File: config.mk
export PLATFORM = sky130hd
export DESIGN_NAME = priority_sensor_handler
export DESIGN_NICKNAME = d
export VERILOG_FILES = /design/src/rtl/priority_sensor_handler.sv
export SDC_FILE = /design/constraint.sdc
export NUM_CORES = 1
export LEC_CHECK = 0
export ABC_AREA = 1
export CAP_MARGIN = 20
export CORE_MARGIN = 1
export CORE_UTILIZATION = 51
export DETAILED_ROUTE_END_ITERATION = 7
export PLACE_DENSITY = 0.83
export SLEW_MARGIN = 20
export SYNTH_ARGS = -nofsm -noshare
export SYNTH_HDL_FRONTEND = slang
export SYNTH_SLANG_ARGS = --single-unit
export TNS_END_PERCENT = 100
File: constraint.sdc
create_clock -name clk -period 2.4 [get_ports clk]
set_input_delay 0.72 -clock clk [delete_from_list [all_inputs] [get_ports clk]]
set_output_delay 0.72 -clock clk [all_outputs]
set_load 0.02 [all_outputs]
File: src/rtl/priority_sensor_handler.sv
// Fixed-priority servicer for latched sensor interrupts: picks the lowest pending
// index, injects a one-flit event message via valid/ready, then pulses that latch's clear.
module priority_sensor_handler #(
  parameter int unsigned N_SENSOR = 4,
  parameter int unsigned ID_W     = 2,
  parameter logic [3:0]  NODE_ID  = 4'h0,
  parameter int unsigned FLIT_W   = 16
) (
  input  logic                clk,
  input  logic                rst,
  input  logic [N_SENSOR-1:0] irq,
  output logic [N_SENSOR-1:0] irq_clr,
  output logic [FLIT_W-1:0]   flit_out,
  output logic                flit_valid,
  input  logic                flit_ready,
  output logic                busy
);

  localparam int unsigned SEQ_W       = 8;
  localparam int unsigned IDX_FIELD_W = 4;

  typedef enum logic [1:0] {
    IDLE  = 2'd0,
    SEND  = 2'd1,
    CLEAR = 2'd2,
    WAIT  = 2'd3
  } state_t;

  state_t              state, state_d;
  logic [ID_W-1:0]     idx, idx_d;
  logic [SEQ_W-1:0]    seq, seq_d;
  logic [FLIT_W-1:0]   flit_d;
  logic                valid_d;
  logic [N_SENSOR-1:0] clr_d;
  logic                busy_d;

  logic                irq_any;
  logic [ID_W-1:0]     irq_pick;

  // Lowest set bit wins; scanning downward lets the last hit be the smallest index.
  always_comb begin
    irq_pick = '0;
    for (int i = int'(N_SENSOR) - 1; i >= 0; i--) begin
      if (irq[i]) irq_pick = ID_W'(i);
    end
  end

  assign irq_any = |irq;

  // Next-state and next-output logic.
  always_comb begin
    state_d = state;
    idx_d   = idx;
    seq_d   = seq;
    flit_d  = flit_out;
    valid_d = flit_valid;
    clr_d   = '0;

    case (state)
      IDLE: begin
        if (irq_any) begin
          idx_d   = irq_pick;
          flit_d  = FLIT_W'({NODE_ID, IDX_FIELD_W'(irq_pick), seq});
          valid_d = 1'b1;
          state_d = SEND;
        end
      end
      SEND: begin
        if (flit_ready) begin
          valid_d = 1'b0;
          clr_d   = N_SENSOR'(1) << idx;
          seq_d   = seq + SEQ_W'(1);
          state_d = CLEAR;
        end
      end
      CLEAR: begin
        state_d = WAIT;
      end
      WAIT: begin
        // Drain cycle: gives the cleared latch time to drop before the next pick.
        state_d = IDLE;
      end
      default: begin
        state_d = IDLE;
        valid_d = 1'b0;
      end
    endcase

    busy_d = (state_d != IDLE);
  end

  // State and registered outputs.
  always_ff @(posedge clk or negedge rst) begin
    if (!rst) begin
      state      <= IDLE;
      idx        <= '0;
      seq        <= '0;
      flit_out   <= '0;
      flit_valid <= 1'b0;
      irq_clr    <= '0;
      busy       <= 1'b0;
    end else begin
      state      <= state_d;
      idx        <= idx_d;
      seq        <= seq_d;
      flit_out   <= flit_d;
      flit_valid <= valid_d;
      irq_clr    <= clr_d;
      busy       <= busy_d;
    end
  end

endmodule

==> reports/qor_table.md <==
| Quantity | Value | Unit |
|---|---|---|
| Arrival time worst endpoint | 1.37 | ns |
| CP required | 1.68 | ns |
| FF-to-FF Start | state[1] | - |
| Standard-cell row count | 16 | - |
| Launching element type of the critical path | flop | - |
| Worst clock skew | 0.00429 | ns |
| Unrepaired setup endpoints after global routing | false | - |
| Max stage delay on crit path | 0.63 | ns |
| Dpl cell area | 0.00135 | mm2 |
| Total negative slack | 0 | ns |
| Antenna violations before repair | 0 | - |
| Die ar. | 0.00243 | mm2 |
| Remaining DRCs | 0 | - |
| Count of hold-fix buffers inserted at cts | 0 | - |
| Proportion of layout cells with a drive suffix above 1 | 5.44 | % |
| Beginning of the critical path | idx[0] | - |
| Critical path class | flop to output port | - |
| Main combinational cell family by area after synthesis | simple AND/OR/NAND/NOR gates | - |
| Number of nets still failing antenna checks after routing | 0 | - |
| Maximum buffer depth of the clock tree | 2 | - |
| Critical Path End Type | output port | - |
| Critical Path End | flit_out[8] | - |
| Number of ports placed on the die boundary | 29 | - |
| Insertion delay of the later-clocked pin in the worst-skew pair | 0.30 | ns |
| Global-route congestion overflow total | 0 | - |
| Pwr dens | 1150 | mW/mm2 |
| Logic depth of the worst setup path including buffers | 1 | - |
| Post-synthesis share of cell area spent on and, or, nand and nor gates | 24.4 | % |
| Final period utilization | 87.0 | % |
| WL/cell | 11.2 | um |
| Clock sink total | 26 | - |
| DPL Wire Length | 1500 | um |
| Die X-Extent | 49.3 | um |
| Total count of max-transition violations in the final report | 0 | - |
| Number of filler instances in the final layout | 167 | - |
| Hold Violations, Final | 0 | - |
| Tightest hold margin | 0.490 | ns |
| TritonCTS clock tree | done | - |
| Clock Pin Slew Worst Setup and Hold Paths | 0.13 | ns |
| Detailed-route via count | 810 | - |
| Crit-path slowest cell | sky130_fd_sc_hd__clkdlybuf4s50_1 | - |
| Routed vias/inst | 4.66 | - |
| FF+latch count, synth | 26 | - |
| Largest delay share family, worst path | buffers and inverters | - |
| Overall die height | 49.3 | um |
| Post-synthesis cell area | 0.00114 | mm2 |
| H-Tree Level Count | 1 | - |
| Fraction of the yosys area taken by sequential cells | 57.1 | % |
| Post-synthesis compound-gate area fraction | 3.08 | % |
| Number of cells on the worst hold path | 1 | - |
| Upper clock frequency limit | 479 | MHz |
| Overall track demand over capacity in global routing | 18.4 | % |
| Detailed router's first-iteration violation count | 8 | - |
| 1st-pass router iterations | 4 | - |
| Count of maximum capacitance violations | 0 | - |
| Number of failing setup endpoints in the final timing report | 0 | - |
| Final wirelength | 1950 | um |
| Antenna Diode Count | 0 | - |
| Area Overhead vs Synth | 20.7 | % |
| Worst R2R End | seq[5] | - |
| Post-Synthesis Mean Instance Area | 9.18 | um2 |
| Maximum number of pins on one net before global-route repair | 27 | - |
| Fraction of synthesized area in multiplexers | 0 | % |
| Standby leakage power | 0.701 | nW |
| Layout Nets | 157 | - |
| Number of global-route vias before repair | 747 | - |
| Count of mapped cells out of synthesis | 124 | - |
| Number of unique standard cell types used by synthesis | 21 | - |
| Number of cells on the worst reg-to-reg path | 6 | - |
| Placeable core region | 0.00202 | mm2 |
| Adder and majority cell fraction of the synthesized area | 1.10 | % |
| Setup Fix Bufs, Post-CTS | 0 | - |
| Time the worst path needs with I/O delays and setup | 2.09 | ns |
| TritonCTS buffer count | 3 | - |
| CTS root buf | sky130_fd_sc_hd__clkbuf_4 | - |
| XOR/XNOR share of the synthesized area | 3.08 | % |
| Count of buffers from port buffering | 22 | - |
| Post-cts resize count | 0 | - |
| Warning count from the yosys run | 0 | - |
| Maximum resistive drop on vdd | 0.657 | mV |
| Starting density of the core | 56.3 | % |
| CP Buf/Inv Count | 1 | - |
| Critical Path Fanout Max | 5 | - |
| Final weighted congestion in routability-driven placement | 0.738 | - |
| Result of the run | complete, no violations | - |
| R2R Setup Slk | 1.11 | ns |
| Sequence of cells on the critical path | clkdlybuf4s50_1 | - |
| Hold/Removal Path Class | flop to flop | - |
| Wire length of the first global-routing pass | 3350 | um |
| Final standard cell area without fillers | 0.00137 | mm2 |
[placed cells by master, fill, tap and decap left out]
master	synthesis	final
sky130_fd_sc_hd__nor3_1	5	5
sky130_fd_sc_hd__clkdlybuf4s50_1	0	22
sky130_fd_sc_hd__o211ai_1	1	1
sky130_fd_sc_hd__o21bai_1	1	1
sky130_fd_sc_hd__clkbuf_4	0	3
sky130_fd_sc_hd__buf_4	6	1
sky130_fd_sc_hd__nand3b_1	1	1
sky130_fd_sc_hd__o21ai_1	1	1
sky130_fd_sc_hd__inv_1	15	15
sky130_fd_sc_hd__nand2_1	43	43
sky130_fd_sc_hd__nand2_4	1	1
sky130_fd_sc_hd__conb_1	1	6
sky130_fd_sc_hd__nor2_2	1	1
sky130_fd_sc_hd__nor2_4	1	1
sky130_fd_sc_hd__nand3_2	1	1
sky130_fd_sc_hd__xor2_1	2	2
sky130_fd_sc_hd__dfrtp_1	26	26
sky130_fd_sc_hd__nand3_1	6	6
sky130_fd_sc_hd__ha_1	1	1
sky130_fd_sc_hd__o21ai_0	3	3
sky130_fd_sc_hd__xnor2_1	2	2
sky130_fd_sc_hd__nor2_1	4	4
[flip-flops by register name, indices dropped and copies added (netlist names)]
register and count:
state 2, busy 1, irq_clr 4, flit_valid 1, idx 2, seq 8
flit_out 8
[stage by stage]
step	total power, mW	setup slack (ns)	util, %	instances
after floorplan	1.17	1.04	-	129
final	1.58	0.312	67.9	174
after global routing	1.71	0.238	67.9	174
after detailed placement	1.43	0.341	66.8	171
after global placement	1.40	0.357	66.8	171
after CTS	1.60	0.303	67.9	174
[cells in the mapped netlist, drive strengths merged]
library cell	number	area, um2
nand3b	1	7.51
xor2	2	17.5
nor3	5	25.0
ha	1	12.5
conb	1	3.75
nand3	7	40.0
dfrtp	26	651
xnor2	2	17.5
nor2	6	32.5
o21ai	4	20.0
nand2	44	173
buf	8	67.6
inv	15	56.3
o211ai	1	7.51
o21bai	1	7.51
[worst min path at each step]
stage	start	endpoint
after global placement	flit_out[3]	flit_out[3]
after CTS	idx[1]	irq_clr[0]
after global routing	idx[1]	irq_clr[1]
after detailed placement	flit_out[4]	flit_out[4]
final	idx[1]	irq_clr[0]
after floorplan	rst	busy
[where the power goes]
group	leakage [nW]	internal (mW)	total, mW	switching, mW
clock	0.0138	0.0584	0.170	0.111
sequential	0.314	0.597	0.726	0.129
combinational	0.374	0.295	0.689	0.394
total	0.701	0.950	1.58	0.635
[logic make-up (layout without fill, tap and decap cells)]
| family | count (synthesis) | count (layout) |
|---|---|---|
| AOI/OAI and AO/OA | 6 | 6 |
| xor gates and xnor gates | 4 | 4 |
| adders and majority gates | 1 | 1 |
| buffers and inverters | 23 | 41 |
| DFF | 26 | 26 |
| other | 1 | 6 |
| and+or+nand+nor | 63 | 63 |
[layout make-up]
| type | instances | area, um2 | share of cell area, % |
|---|---|---|---|
| clock buffers | 3 | 22.5 | 1.64 |
| inverters | 15 | 56.3 | 4.10 |
| multi-input cells | 80 | 383 | 27.9 |
| flip-flops and latches | 26 | 651 | 47.4 |
| well taps | 27 | 33.8 | 2.46 |
| repair buffers | 23 | 228 | 16.6 |
[metal layers]
layer	share of wire, %	track usage (%)
met5	0	0
met4	0.67	4.41
met2	51	31.3
met1	44	24.6
met3	3.6	2.80
No activity file was read; power rests on OpenSTA's default activity.
